**config.mk**
```make
export PLATFORM = sky130hd
export DESIGN_NAME = master_start_sync
export DESIGN_NICKNAME = d
export VERILOG_FILES = /design/src/rtl/master_start_pkg.sv /design/src/rtl/ms_interval_timer.sv /design/src/rtl/master_start_sync.sv
export SDC_FILE = /design/constraint.sdc
export NUM_CORES = 1
export LEC_CHECK = 0
export ABC_AREA = 1
export CORE_AREA = 2 2 235 237
export CTS_BUF_LIST = sky130_fd_sc_hd__clkbuf_8
export DETAILED_ROUTE_END_ITERATION = 6
export DIE_AREA = 0 0 237 239
export GPL_ROUTABILITY_DRIVEN = 0
export PLACE_DENSITY = 0.77
export SLEW_MARGIN = 20
export SYNTH_ARGS = -nofsm -noshare
export SYNTH_HDL_FRONTEND = slang
export SYNTH_HIERARCHICAL = 1
export SYNTH_SLANG_ARGS = --single-unit
```
**constraint.sdc**
```tcl
create_clock -name CLK -period 3.2 [get_ports CLK]
set_input_delay 0.64 -clock CLK [delete_from_list [all_inputs] [get_ports CLK]]
set_output_delay 0.64 -clock CLK [all_outputs]
set_load 0.05 [all_outputs]
```
**src/rtl/master_start_pkg.sv**
```systemverilog
`default_nettype none
// ============================================================================
// Module  : master_start_pkg
// Brief   : Shared widths, FSM state encoding and phase helpers for the
//           48 MHz master start synchronizer.
// Revision: 1.0 - initial release
// ============================================================================
package master_start_pkg;

    localparam int c_TIME_W            = 64;
    localparam int c_FREQ_W            = 48;
    localparam int c_CNT_W             = 32;
    localparam int c_NIMP_W            = 16;
    localparam int c_TYPE_COHERENT_BIT = 0;

    // Phase indices within one impulse; c_PH_NONE marks "impulse finished".
    localparam logic [2:0] c_PH_IZ   = 3'd0;
    localparam logic [2:0] c_PH_BL1  = 3'd1;
    localparam logic [2:0] c_PH_PR   = 3'd2;
    localparam logic [2:0] c_PH_BL2  = 3'd3;
    localparam logic [2:0] c_PH_NONE = 3'd4;

    typedef enum logic [3:0] {
        S_IDLE     = 4'd0,
        S_WAIT_CMD = 4'd1,
        S_LOAD     = 4'd2,
        S_LOAD_REL = 4'd3,
        S_ARMED    = 4'd4,
        S_IZ       = 4'd5,
        S_BL1      = 4'd6,
        S_PR       = 4'd7,
        S_BL2      = 4'd8
    } ms_state_t;

    // First phase at or after 'from' whose duration is nonzero.
    function automatic logic [2:0] next_phase(input logic [3:0] nz_mask,
                                              input logic [2:0] from);
        logic [2:0] w_sel;
        w_sel = c_PH_NONE;
        for (int i = 3; i >= 0; i--) begin
            if ((i >= int'(from)) && nz_mask[i]) begin
                w_sel = 3'(i);
            end
        end
        return w_sel;
    endfunction

    function automatic ms_state_t phase_state(input logic [2:0] phase);
        case (phase)
            c_PH_IZ:  return S_IZ;
            c_PH_BL1: return S_BL1;
            c_PH_PR:  return S_PR;
            c_PH_BL2: return S_BL2;
            default:  return S_IDLE;
        endcase
    endfunction

    function automatic logic [2:0] state_phase(input ms_state_t st);
        case (st)
            S_IZ:    return c_PH_IZ;
            S_BL1:   return c_PH_BL1;
            S_PR:    return c_PH_PR;
            S_BL2:   return c_PH_BL2;
            default: return c_PH_NONE;
        endcase
    endfunction

endpackage : master_start_pkg
`default_nettype wire

```
**src/rtl/ms_interval_timer.sv**
```systemverilog
`default_nettype none
// ============================================================================
// Module  : ms_interval_timer
// Brief   : Loadable down-counter; o_done is high in the last cycle of a
//           loaded interval. One instance times every burst phase.
// Revision: 1.0 - initial release
// ============================================================================
module ms_interval_timer #(
    parameter int CNT_W = 32
) (
    input  logic             clk,
    input  logic             rst_n,
    input  logic             i_load,
    input  logic [CNT_W-1:0] i_load_value,
    output logic             o_done
);

    logic [CNT_W-1:0] r_count;

    always_ff @(posedge clk or negedge rst_n) begin
        if (!rst_n) begin
            r_count <= '0;
        end else if (i_load) begin
            r_count <= i_load_value;
        end else if (r_count != '0) begin
            r_count <= r_count - CNT_W'(1);
        end
    end

    assign o_done = (r_count == CNT_W'(1));

endmodule : ms_interval_timer
`default_nettype wire

```
**src/rtl/master_start_sync.sv**
```systemverilog
`default_nettype none
// ============================================================================
// Module  : master_start_sync
// Brief   : 48 MHz real-time synchronizer: system time, command fetch, DDS
//           REQ/ACK setup and timed emit/receive burst generation.
//           Optional macro LATE_CMD_DROP_EN discards commands already late.
// Revision: 1.0 - initial release
// ============================================================================
module master_start_sync
    import master_start_pkg::*;
#(
    parameter int TIME_W = c_TIME_W,
    parameter int FREQ_W = c_FREQ_W,
    parameter int CNT_W  = c_CNT_W
) (
    input  logic                CLK,
    input  logic                rst_n,
    input  logic [TIME_W-1:0]   SYS_TIME,
    input  logic                SYS_TIME_UPDATE,
    input  logic                T1hz,
    output logic [TIME_W-1:0]   TIME,
    output logic                SYS_TIME_UPDATE_OK,
    output logic                REQ_COMMAND,
    input  logic                WR_DATA,
    input  logic [FREQ_W-1:0]   MEM_DDS_freq,
    input  logic [FREQ_W-1:0]   MEM_DDS_delta_freq,
    input  logic [CNT_W-1:0]    MEM_DDS_delta_rate,
    input  logic [TIME_W-1:0]   MEM_TIME_START,
    input  logic [c_NIMP_W-1:0] MEM_N_impuls,
    input  logic [1:0]          MEM_TYPE_impulse,
    input  logic [CNT_W-1:0]    MEM_Interval_Ti,
    input  logic [CNT_W-1:0]    MEM_Interval_Tp,
    input  logic [CNT_W-1:0]    MEM_Tblank1,
    input  logic [CNT_W-1:0]    MEM_Tblank2,
    output logic [FREQ_W-1:0]   DDS_freq,
    output logic [FREQ_W-1:0]   DDS_delta_freq,
    output logic [CNT_W-1:0]    DDS_delta_rate,
    output logic                REQ,
    input  logic                ACK,
    output logic                DDS_start,
    output logic                En_Iz,
    output logic                En_Pr
);

    // ------------------------------------------------------------------
    // System time
    // ------------------------------------------------------------------
    logic [TIME_W-1:0] r_time;
    logic              r_t1hz_d;
    logic              r_upd_ok;
    logic              w_t1hz_rise;

    assign w_t1hz_rise = T1hz & ~r_t1hz_d;

    always_ff @(posedge CLK or negedge rst_n) begin
        if (!rst_n) begin
            r_time   <= '0;
            r_t1hz_d <= 1'b0;
            r_upd_ok <= 1'b0;
        end else begin
            r_t1hz_d <= T1hz;
            if (w_t1hz_rise && SYS_TIME_UPDATE) begin
                r_time   <= SYS_TIME;
                r_upd_ok <= 1'b1;
            end else begin
                r_time   <= r_time + TIME_W'(1);
                r_upd_ok <= 1'b0;
            end
        end
    end

    // ------------------------------------------------------------------
    // ACK synchronizer
    // ------------------------------------------------------------------
    logic r_ack_meta;
    logic r_ack_sync;

    always_ff @(posedge CLK or negedge rst_n) begin
        if (!rst_n) begin
            r_ack_meta <= 1'b0;
            r_ack_sync <= 1'b0;
        end else begin
            r_ack_meta <= ACK;
            r_ack_sync <= r_ack_meta;
        end
    end

    // ------------------------------------------------------------------
    // Command latch, FSM and registered outputs
    // ------------------------------------------------------------------
    ms_state_t         r_state;
    logic [TIME_W-1:0] r_start;
    logic [c_NIMP_W-1:0] r_imp_left;
    logic              r_coherent;
    logic [CNT_W-1:0]  r_ti;
    logic [CNT_W-1:0]  r_tp;
    logic [CNT_W-1:0]  r_tb1;
    logic [CNT_W-1:0]  r_tb2;
    logic              r_req_command;
    logic [FREQ_W-1:0] r_dds_freq;
    logic [FREQ_W-1:0] r_dds_delta_freq;
    logic [CNT_W-1:0]  r_dds_delta_rate;
    logic              r_req;
    logic              r_dds_start;
    logic              r_en_iz;
    logic              r_en_pr;

    logic              w_late;
    logic              w_unused_type;
    logic [3:0]        w_nz;
    logic [2:0]        w_first;
    logic [2:0]        w_cur;
    logic [2:0]        w_after;
    logic              w_due;
    logic              w_timer_done;
    logic              w_enter;
    logic [2:0]        w_enter_idx;
    logic [CNT_W-1:0]  w_enter_dur;
    logic              w_burst_end;
    logic              w_next_impulse;

`ifdef LATE_CMD_DROP_EN
    assign w_late = (MEM_TIME_START < r_time);
`else
    assign w_late = 1'b0;
`endif

    assign w_unused_type = MEM_TYPE_impulse[1];

    assign w_nz    = {(r_tb2 != '0), (r_tp != '0), (r_tb1 != '0), (r_ti != '0)};
    assign w_first = next_phase(w_nz, c_PH_IZ);
    assign w_cur   = state_phase(r_state);
    assign w_after = next_phase(w_nz, w_cur + 3'd1);
    assign w_due   = (r_time >= r_start);

    // Phase sequencing: zero-length phases are skipped in the same cycle.
    always_comb begin
        w_enter        = 1'b0;
        w_enter_idx    = w_first;
        w_burst_end    = 1'b0;
        w_next_impulse = 1'b0;
        case (r_state)
            S_ARMED: begin
                if (w_due) begin
                    if (w_first == c_PH_NONE) begin
                        w_burst_end = 1'b1;
                    end else begin
                        w_enter = 1'b1;
                    end
                end
            end
            S_IZ, S_BL1, S_PR, S_BL2: begin
                if (w_timer_done) begin
                    if (w_after != c_PH_NONE) begin
                        w_enter     = 1'b1;
                        w_enter_idx = w_after;
                    end else if (r_imp_left == c_NIMP_W'(1)) begin
                        w_burst_end = 1'b1;
                    end else begin
                        w_enter        = 1'b1;
                        w_next_impulse = 1'b1;
                    end
                end
            end
            default: ;
        endcase
    end

    always_comb begin
        w_enter_dur = '0;
        case (w_enter_idx)
            c_PH_IZ:  w_enter_dur = r_ti;
            c_PH_BL1: w_enter_dur = r_tb1;
            c_PH_PR:  w_enter_dur = r_tp;
            c_PH_BL2: w_enter_dur = r_tb2;
            default:  w_enter_dur = '0;
        endcase
    end

    ms_interval_timer #(
        .CNT_W(CNT_W)
    ) u_phase_timer (
        .clk         (CLK),
        .rst_n       (rst_n),
        .i_load      (w_enter),
        .i_load_value(w_enter_dur),
        .o_done      (w_timer_done)
    );

    always_ff @(posedge CLK or negedge rst_n) begin
        if (!rst_n) begin
            r_state          <= S_IDLE;
            r_start          <= '0;
            r_imp_left       <= '0;
            r_coherent       <= 1'b0;
            r_ti             <= '0;
            r_tp             <= '0;
            r_tb1            <= '0;
            r_tb2            <= '0;
            r_req_command    <= 1'b0;
            r_dds_freq       <= '0;
            r_dds_delta_freq <= '0;
            r_dds_delta_rate <= '0;
            r_req            <= 1'b0;
            r_dds_start      <= 1'b0;
            r_en_iz          <= 1'b0;
            r_en_pr          <= 1'b0;
        end else begin
            r_req_command <= 1'b0;
            case (r_state)
                S_IDLE: begin
                    r_req_command <= 1'b1;
                    r_state       <= S_WAIT_CMD;
                end
                S_WAIT_CMD: begin
                    if (WR_DATA) begin
                        r_start    <= MEM_TIME_START;
                        r_imp_left <= MEM_N_impuls;
                        r_coherent <= MEM_TYPE_impulse[c_TYPE_COHERENT_BIT];
                        r_ti       <= MEM_Interval_Ti;
                        r_tp       <= MEM_Interval_Tp;
                        r_tb1      <= MEM_Tblank1;
                        r_tb2      <= MEM_Tblank2;
                        if ((MEM_N_impuls == '0) || w_late) begin
                            r_state <= S_IDLE;
                        end else begin
                            r_dds_freq       <= MEM_DDS_freq;
                            r_dds_delta_freq <= MEM_DDS_delta_freq;
                            r_dds_delta_rate <= MEM_DDS_delta_rate;
                            r_req            <= 1'b1;
                            r_state          <= S_LOAD;
                        end
                    end
                end
                S_LOAD: begin
                    if (r_ack_sync) begin
                        r_req   <= 1'b0;
                        r_state <= S_LOAD_REL;
                    end
                end
                S_LOAD_REL: begin
                    if (!r_ack_sync) begin
                        r_state <= S_ARMED;
                    end
                end
                S_ARMED, S_IZ, S_BL1, S_PR, S_BL2: begin
                    if (w_burst_end) begin
                        r_state     <= S_IDLE;
                        r_en_iz     <= 1'b0;
                        r_en_pr     <= 1'b0;
                        r_dds_start <= 1'b0;
                    end else if (w_enter) begin
                        r_state     <= phase_state(w_enter_idx);
                        r_en_iz     <= (w_enter_idx == c_PH_IZ);
                        r_en_pr     <= (w_enter_idx == c_PH_PR);
                        r_dds_start <= r_coherent | (w_enter_idx == c_PH_IZ);
                        if (w_next_impulse) begin
                            r_imp_left <= r_imp_left - c_NIMP_W'(1);
                        end
                    end
                end
                default: begin
                    r_state <= S_IDLE;
                end
            endcase
        end
    end

    assign TIME               = r_time;
    assign SYS_TIME_UPDATE_OK = r_upd_ok;
    assign REQ_COMMAND        = r_req_command;
    assign DDS_freq           = r_dds_freq;
    assign DDS_delta_freq     = r_dds_delta_freq;
    assign DDS_delta_rate     = r_dds_delta_rate;
    assign REQ                = r_req;
    assign DDS_start          = r_dds_start;
    assign En_Iz              = r_en_iz;
    assign En_Pr              = r_en_pr;

endmodule : master_start_sync
`default_nettype wire

```
==> results of run 1 <==
logic make-up (layout without fill, tap and decap cells):
family | after synthesis | count (layout) | share of synthesized area [%]
mux | 248 | 248 | 12.2
simple gates | 1128 | 1128 | 21.3
xor+xnor | 75 | 75 | 2.87
flops | 446 | 446 | 48.7
buf+inv | 296 | 1040 | 5.27
fa+ha+maj | 70 | 70 | 3.82
other cells | 0 | 10 | 0
compound gates | 245 | 246 | 5.85
sequential cells by signal, indices dropped and copies added (netlist names), 4 cells and up:
signal,count
DDS_delta_freq,48
DDS_freq,48
TIME,64
u_phase_timer/r_count,32
r_tb1,32
r_imp_left,16
r_ti,32
DDS_delta_rate,32
r_start,64
r_tb2,32
r_tp,32
r_state,4
cell type report:
cell class | instances | area [um^2]
sequential | 446 | 11200
clock buffer | 108 | 1490
multi-input combinational | 1767 | 10600
clock inverter | 38 | 259
antenna | 10 | 25.0
inverter | 209 | 785
tap | 704 | 881
timing repair buffer | 685 | 6870
fill | 4558 | 22200
where the power goes:
part	leakage [uW]	internal (uW)	total, uW	switching (uW)
clock network	0.000984	3260	5780	2520
registers	0.00523	8250	10100	1890
logic	0.00831	6080	15000	8920
repair_timing:
item / 4_1_cts / 5_1_grt
hold endpoints to repair: 45 / 0
endpoints found under the setup margin: 14 / 30
hold buffers: 1 / 0
resized for setup: 3 / 16
setup buffers: 0 / 2
cloned: 1 / 0
pin swaps: 0 / 1
final timing paths:
check | endpoint | slack (ns) | depth (start not counted)
worst max register to register | u_phase_timer/r_count[21] | 0.22 | 14
worst min-delay path | r_ack_sync | 0.35 | 0
worst max-delay path | u_phase_timer/r_count[21] | 0.22 | 14
max in group asynchronous | u_phase_timer/r_count[27] | 1.77 | 3
min in group asynchronous | r_imp_left[10] | 0.53 | 2
worst min register to register | r_ack_sync | 0.35 | 0
per-stage QoR:
| step | util (%) | total power (uW) | instances | cell area, um^2 |
|---|---|---|---|---|
| finish | 59.1 | 30900 | 3967 | 32100 |
| global route | 59.1 | 32600 | 3966 | 32100 |
| floorplan | - | 19600 | 2508 | 22900 |
| global placement | 55.6 | 24700 | 3807 | 30200 |
| detailed placement | 55.6 | 25000 | 3807 | 30200 |
| CTS | 58.9 | 31000 | 3955 | 32000 |
layout by cell type (no fill, tap or decap), types with 13 or more instances in the layout:
cell / count
a21oi_1: 124
buf_12: 17
buf_4: 63
clkbuf_8: 108
clkdlybuf4s50_1: 603
dfrtp_1: 442
ha_1: 70
inv_1: 225
mux2_2: 248
nand2_1: 545
nand2_2: 13
nand3_1: 112
nand4_1: 54
nor2_1: 302
nor3_1: 42
o21ai_0: 77
xnor2_1: 27
xor2_1: 48
metal layers:
metal	up-vias	routed length [um]
li1	9650	-
met1	9681	29900
met2	883	36500
met3	236	6000
met4	10	4140
met5	-	63
==> metrics.txt, run 1 <==
# TYPE chip_impl_metric gauge
chip_impl_metric{name="cts_made_buffers",unit=""} 82
chip_impl_metric{name="floorplan.initialDensity",unit="%"} 42.1
chip_impl_info{name="grt_setup_unrepaired",value="no"} 1
chip_impl_metric{name="globalRouteMet1Util",unit="%"} 32.3
chip_impl_metric{name="worst-path-buf-inv",unit=""} 1
chip_impl_metric{name="clkSinkCount",unit=""} 446
chip_impl_info{name="startpoint",value="TIME[29]"} 1
chip_impl_metric{name="async_flop_share",unit="%"} 100
chip_impl_metric{name="ir_drop",unit="mV"} 0.802
chip_impl_metric{name="yosys_warnings",unit=""} 6
chip_impl_metric{name="grt_usage",unit="%"} 26.7
chip_impl_metric{name="first_global_vias",unit=""} 20700
chip_impl_metric{name="cts.htree.levels",unit=""} 3
chip_impl_metric{name="timing.critical_path.slowest_cell_delay",unit="ns"} 0.43
chip_impl_metric{name="die_height",unit="um"} 239
chip_impl_metric{name="global_route.usage.met3",unit="%"} 7.26
chip_impl_info{name="rr_startpoint",value="TIME[29]"} 1
chip_impl_metric{name="drt_initial_violations",unit=""} 1427
chip_impl_info{name="synth.largest_area_cell",value="dfrtp_1"} 1
chip_impl_info{name="synth_flop_cell",value="dfrtp_1"} 1
chip_impl_metric{name="synthToLayoutAreaGrowth",unit="%"} 40.2
chip_impl_metric{name="netlist_instances",unit=""} 2508
chip_impl_metric{name="synth-seq-area-share",unit="%"} 48.7
chip_impl_metric{name="number_of_endpoints_with_negative_hold_slack_in_the_final_report",unit=""} 0
chip_impl_metric{name="number_of_antenna_violations_at_the_first_check_in_global_routing",unit=""} 18
chip_impl_metric{name="synth_largest_type_area_fraction",unit="%"} 48.7
chip_impl_info{name="min-delay-path-class",value="reg -> reg"} 1
chip_impl_metric{name="fin_worst_skew",unit="ns"} 0.0298
chip_impl_metric{name="grt.overflow.total",unit=""} 0
chip_impl_info{name="timing.critical_path.mode_cell",value="nand2_1"} 1
chip_impl_metric{name="final_antenna_net_count",unit=""} 0
chip_impl_metric{name="finalSetupViolations",unit=""} 0
chip_impl_metric{name="synth.lib_cells_used.distinct",unit=""} 50
chip_impl_metric{name="dpl_ws",unit="ns"} -0.155
chip_impl_metric{name="ys_seq_elements",unit=""} 446
chip_impl_metric{name="row_count",unit=""} 86
chip_impl_metric{name="critical_path.max_fanout",unit=""} 35
chip_impl_info{name="critPathSlowestCell",value="dfrtp_1"} 1
chip_impl_metric{name="worstPathRequired",unit="ns"} 3.79
chip_impl_metric{name="synth_enable_flop_cells",unit=""} 0
chip_impl_metric{name="clk_transition_reported_paths",unit="ns"} 0.06
chip_impl_metric{name="design.die.area",unit="um^2"} 56600
chip_impl_info{name="timing.setup.critical_path_class",value="reg -> reg"} 1
chip_impl_info{name="crit_path_start_kind",value="flop"} 1
chip_impl_metric{name="grt.met2_usage",unit="%"} 43.9
chip_impl_metric{name="drt-wirelength-per-cell",unit="um"} 19.3
chip_impl_metric{name="route.final.wire_length",unit="mm"} 76.6
chip_impl_metric{name="insertion_delay",unit="ns"} 0.68
chip_impl_metric{name="portBuffers",unit=""} 604
chip_impl_metric{name="mappedNetlistNets",unit=""} 2986
chip_impl_info{name="timing.critical_path.cells",value="ha_1 > a21oi_1 > o21a_1 > nand2_1 > a21oi_1 > nand2_1 > nand2_1 > nand3_1 > nand2_1 > nand2_2 > buf_12 > nor2_4 > o21ai_0 > nand2_1"} 1
chip_impl_info{name="timing.hold.worst.start",value="r_ack_meta"} 1
chip_impl_metric{name="vias",unit=""} 20500
chip_impl_metric{name="fin_worst_hold_slack",unit="ns"} 0.350
chip_impl_metric{name="netlist_area",unit="um^2"} 22900
chip_impl_metric{name="final_worst_slack",unit="ns"} 0.218
chip_impl_metric{name="setup_total_negative_slack",unit="ns"} 0
chip_impl_metric{name="post-route-period-util",unit="%"} 93.2
chip_impl_metric{name="drt_first_pass_iters",unit=""} 6
chip_impl_info{name="crit_family",value="simple AND/OR/NAND/NOR gates"} 1
chip_impl_info{name="most_frequent_cell_after_synthesis",value="nand2_1"} 1
chip_impl_info{name="synth_commonest_cells",value="nand2_1, dfrtp_1, nor2_1, mux2_2, inv_1"} 1
chip_impl_metric{name="max-slew-margin-rel",unit="%"} 53.3
chip_impl_metric{name="routed_via_density",unit=""} 5.16
chip_impl_metric{name="layout-drive-gt1-share",unit="%"} 16.2
chip_impl_info{name="outcome",value="finished clean"} 1
chip_impl_info{name="cts_tree",value="done"} 1
chip_impl_metric{name="final.min_clock_period",unit="ns"} 2.98
chip_impl_info{name="grt-busiest-layer",value="met2"} 1
chip_impl_metric{name="half_perimeter_wire_length_after_placement",unit="mm"} 58.4
chip_impl_metric{name="post_synth.cell_area_avg",unit="um^2"} 9.13
chip_impl_metric{name="power.density",unit="nW/um^2"} 963
chip_impl_metric{name="drt_drc_violations_left",unit=""} 0
chip_impl_metric{name="timing_max_transition_violations_final",unit=""} 0
chip_impl_info{name="clockRootBuffer",value="clkbuf_8"} 1
chip_impl_metric{name="grt_pass1_wl",unit="mm"} 117
chip_impl_metric{name="clock.fmax",unit="MHz"} 335
chip_impl_metric{name="layout.nets",unit=""} 3669
chip_impl_metric{name="tightestPinTransition",unit="ns"} 0.700
chip_impl_metric{name="cap_violations",unit=""} 0
chip_impl_metric{name="grt_start_max_net_pins",unit=""} 89
chip_impl_metric{name="die_w",unit="um"} 237
chip_impl_info{name="ys_top_cells_by_area",value="dfrtp_1, mux2_2, nand2_1"} 1
chip_impl_metric{name="worstPathArrival",unit="ns"} 3.57
chip_impl_info{name="setup.worst_path.end_class",value="flop"} 1
chip_impl_metric{name="power_leakage",unit="uW"} 0.0145
chip_impl_metric{name="io-pin-count",unit=""} 606
chip_impl_metric{name="coreArea",unit="um^2"} 54300
chip_impl_metric{name="clock_tree.buffer_depth",unit=""} 3
Power figures use the tool's default switching activity.
==> inputs of run 2 (changes only) <==
==> constraint.sdc (replaced) <==
create_clock -name CLK -period 2.8 [get_ports CLK]
set_input_delay 0.56 -clock CLK [delete_from_list [all_inputs] [get_ports CLK]]
set_output_delay 0.56 -clock CLK [all_outputs]
set_load 0.05 [all_outputs]
==> metrics.txt, run 2 (same netlist as run 1, synthesis figures left out) <==
# TYPE chip_impl_metric gauge
chip_impl_metric{name="post-route-period-util",unit="%"} 99.8
chip_impl_metric{name="final.min_clock_period",unit="ns"} 2.79
chip_impl_metric{name="finalPower",unit="uW"} 36100
chip_impl_metric{name="drt_drc_violations_left",unit=""} 0
chip_impl_info{name="cts_tree",value="done"} 1
chip_impl_metric{name="half_perimeter_wire_length_after_placement",unit="mm"} 59.2
chip_impl_metric{name="cts_made_buffers",unit=""} 81
chip_impl_metric{name="grt_usage",unit="%"} 27.0
chip_impl_metric{name="synthToLayoutAreaGrowth",unit="%"} 46.0
chip_impl_metric{name="final_antenna_net_count",unit=""} 0
chip_impl_metric{name="clock.fmax",unit="MHz"} 358
chip_impl_metric{name="worstPathRequired",unit="ns"} 3.40
chip_impl_info{name="crit_family",value="simple AND/OR/NAND/NOR gates"} 1
chip_impl_metric{name="grt_pass1_wl",unit="mm"} 118
chip_impl_metric{name="number_of_endpoints_with_negative_hold_slack_in_the_final_report",unit=""} 0
chip_impl_info{name="outcome",value="finished clean"} 1
chip_impl_metric{name="fin_worst_hold_slack",unit="ns"} 0.349
chip_impl_metric{name="dpl_ws",unit="ns"} -0.345
chip_impl_metric{name="portBuffers",unit=""} 604
chip_impl_metric{name="clkSinkCount",unit=""} 446
chip_impl_info{name="timing.hold.worst.start",value="r_ack_meta"} 1
chip_impl_metric{name="drt_initial_violations",unit=""} 1539
chip_impl_metric{name="grt.overflow.total",unit=""} 0
chip_impl_info{name="timing.critical_path.mode_cell",value="nor2_2"} 1
chip_impl_metric{name="power_leakage",unit="uW"} 0.0152
chip_impl_metric{name="power.density",unit="nW/um^2"} 1080
chip_impl_metric{name="routed_via_density",unit=""} 5.16
chip_impl_metric{name="clock_tree.buffer_depth",unit=""} 3
chip_impl_info{name="min-delay-path-class",value="reg -> reg"} 1
chip_impl_metric{name="clk_transition_reported_paths",unit="ns"} 0.06
chip_impl_metric{name="route.final.wire_length",unit="mm"} 78.7
chip_impl_metric{name="layout-drive-gt1-share",unit="%"} 20.9
chip_impl_info{name="critPathSlowestCell",value="dfrtp_1"} 1
chip_impl_metric{name="die_height",unit="um"} 239
chip_impl_metric{name="first_global_vias",unit=""} 21500
chip_impl_metric{name="coreArea",unit="um^2"} 54300
chip_impl_metric{name="die_w",unit="um"} 237
chip_impl_metric{name="setup_total_negative_slack",unit="ns"} 0
chip_impl_metric{name="drt_first_pass_iters",unit=""} 5
chip_impl_metric{name="vias",unit=""} 21100
chip_impl_metric{name="setup.reg_to_reg.worst_slack",unit="ns"} 0.006
chip_impl_metric{name="ir_drop",unit="mV"} 1.02
chip_impl_info{name="commonest_cells_after_routing_fill_and_taps_aside",value="clkdlybuf4s50_1, nand2_1, dfrtp_1, nor2_1, mux2_2"} 1
chip_impl_info{name="setup.worst_path.end_class",value="flop"} 1
chip_impl_metric{name="timing.reg2reg.worst_path_depth",unit=""} 21
chip_impl_metric{name="critical_path.max_fanout",unit=""} 10
chip_impl_metric{name="worstPathArrival",unit="ns"} 3.39
chip_impl_metric{name="floorplan.initialDensity",unit="%"} 42.1
chip_impl_metric{name="tightestPinTransition",unit="ns"} 0.763
chip_impl_metric{name="cts.htree.levels",unit=""} 3
chip_impl_info{name="worst_r2r_endpoint",value="u_phase_timer/r_count[25]"} 1
chip_impl_metric{name="final_worst_slack",unit="ns"} 0.00595
chip_impl_metric{name="final.fill_count",unit=""} 4363
chip_impl_info{name="min_delay_worst_endpoint",value="r_ack_sync"} 1
chip_impl_info{name="crit_path_start_kind",value="flop"} 1
chip_impl_metric{name="io-pin-count",unit=""} 606
chip_impl_metric{name="insertion_delay",unit="ns"} 0.67
chip_impl_info{name="clockRootBuffer",value="clkbuf_8"} 1
chip_impl_info{name="rr_startpoint",value="r_state[2]"} 1
chip_impl_metric{name="design.die.area",unit="um^2"} 56600
chip_impl_info{name="timing.setup.critical_path_class",value="reg -> reg"} 1
chip_impl_metric{name="layout.nets",unit=""} 3792
chip_impl_metric{name="number_of_antenna_violations_at_the_first_check_in_global_routing",unit=""} 14
chip_impl_metric{name="worst-path-buf-inv",unit=""} 4
chip_impl_metric{name="timing_max_transition_violations_final",unit=""} 0
chip_impl_metric{name="row_count",unit=""} 86
chip_impl_metric{name="grt_start_max_net_pins",unit=""} 101
chip_impl_metric{name="finalSetupViolations",unit=""} 0
chip_impl_info{name="layout.cells.most_common",value="clkdlybuf4s50_1"} 1
chip_impl_metric{name="max-slew-margin-rel",unit="%"} 49.1
chip_impl_info{name="grt_setup_unrepaired",value="yes"} 1
chip_impl_info{name="timing.critical_path.cells",value="inv_2 > nor2_4 > inv_2 > o21ai_2 > ha_1 > nor2_2 > a21oi_2 > nor2_2 > nor2_2 > nand2_2 > nand2_4 > a21oi_4 > o21ai_2 > nor2_4 > buf_12 > nand2_1 > nand4_1 > nor2_1 > a21oi_1 > nand2_1 > inv_1"} 1
chip_impl_metric{name="drt-wirelength-per-cell",unit="um"} 19.2
chip_impl_metric{name="fin_worst_skew",unit="ns"} 0.0338
chip_impl_metric{name="number_of_cells_traversed_by_the_worst_hold_path",unit=""} 0
chip_impl_metric{name="timing.critical_path.slowest_cell_delay",unit="ns"} 0.40
chip_impl_metric{name="cap_violations",unit=""} 0
==> run 2: cell type report <==
| type | instances | area [um^2] | share of cell area, % |
|---|---|---|---|
| Antenna cell | 11 | 27.5 | 0.0823 |
| Tap cell | 704 | 881 | 2.63 |
| Inverter | 209 | 792 | 2.37 |
| Timing Repair Buffer | 810 | 8010 | 24.0 |
| Multi-Input combinational cell | 1766 | 10800 | 32.4 |
| Clock buffer | 103 | 1420 | 4.24 |
| Clock inverter | 41 | 294 | 0.879 |
| Sequential cell | 446 | 11200 | 33.4 |
==> run 2: worst max-delay path by stage <==
stage / from / endpoint / slack, ns / depth (start not counted)
after floorplan: TIME[44] / u_phase_timer/r_count[17] / 0.0009 / 14
after global placement: u_phase_timer/r_count[18] / u_phase_timer/r_count[3] / -0.25 / 20
after detailed placement: u_phase_timer/r_count[19] / u_phase_timer/r_count[3] / -0.34 / 20
after CTS: r_state[3] / u_phase_timer/r_count[25] / 0.002 / 20
after global routing: r_state[2] / u_phase_timer/r_count[27] / -0.21 / 21
final: r_state[2] / u_phase_timer/r_count[25] / 0.006 / 21
==> run 2: where the power goes <==
| group | internal (uW) | leakage (uW) | switching [uW] |
|---|---|---|---|
| Clock | 3680 | 0.000977 | 2900 |
| Combinational | 7530 | 0.00902 | 10500 |
| Sequential | 9420 | 0.00523 | 2100 |
| Total | 20600 | 0.0152 | 15500 |
==> run 2: worst register-to-register path: cells and delay by family, from the launching register on <==
kind / cells / cell delay [ns]
AOI/OAI and AO/OA: 5 / 0.56
and+or+nand+nor: 11 / 1.21
buffers and inverters: 4 / 0.32
adders and majority gates: 1 / 0.25
DFF: 1 / 0.40
==> run 2: stage by stage <==
step,cells,utilization [%],cell area (um^2)
3_3_place_gp,3905,57.2,31100
2_1_floorplan,2508,-,22900
4_1_cts,4060,60.7,33000
6_report,4090,61.5,33400
5_1_grt,4088,61.5,33400
3_5_place_dp,3905,57.2,31100
==> run 2: repair_timing <==
action / CTS / global route
gates resized for setup: 21 / 89
endpoints found under the setup margin: 40 / 41
hold buffers: 1 / 0
pin swaps: 12 / 43
hold endpoints to repair: 43 / 0
cloned: 1 / 2
buffers inserted: 9 / 17
==> run 2: per-layer routing <==
layer	global-route usage [%]	up-vias	wire length, um
met5	0	-	59
met2	44.1	917	37500
met1	32.4	10000	30400
met3	6.89	255	5930
met4	15.6	10	4810
li1	-	9873	-
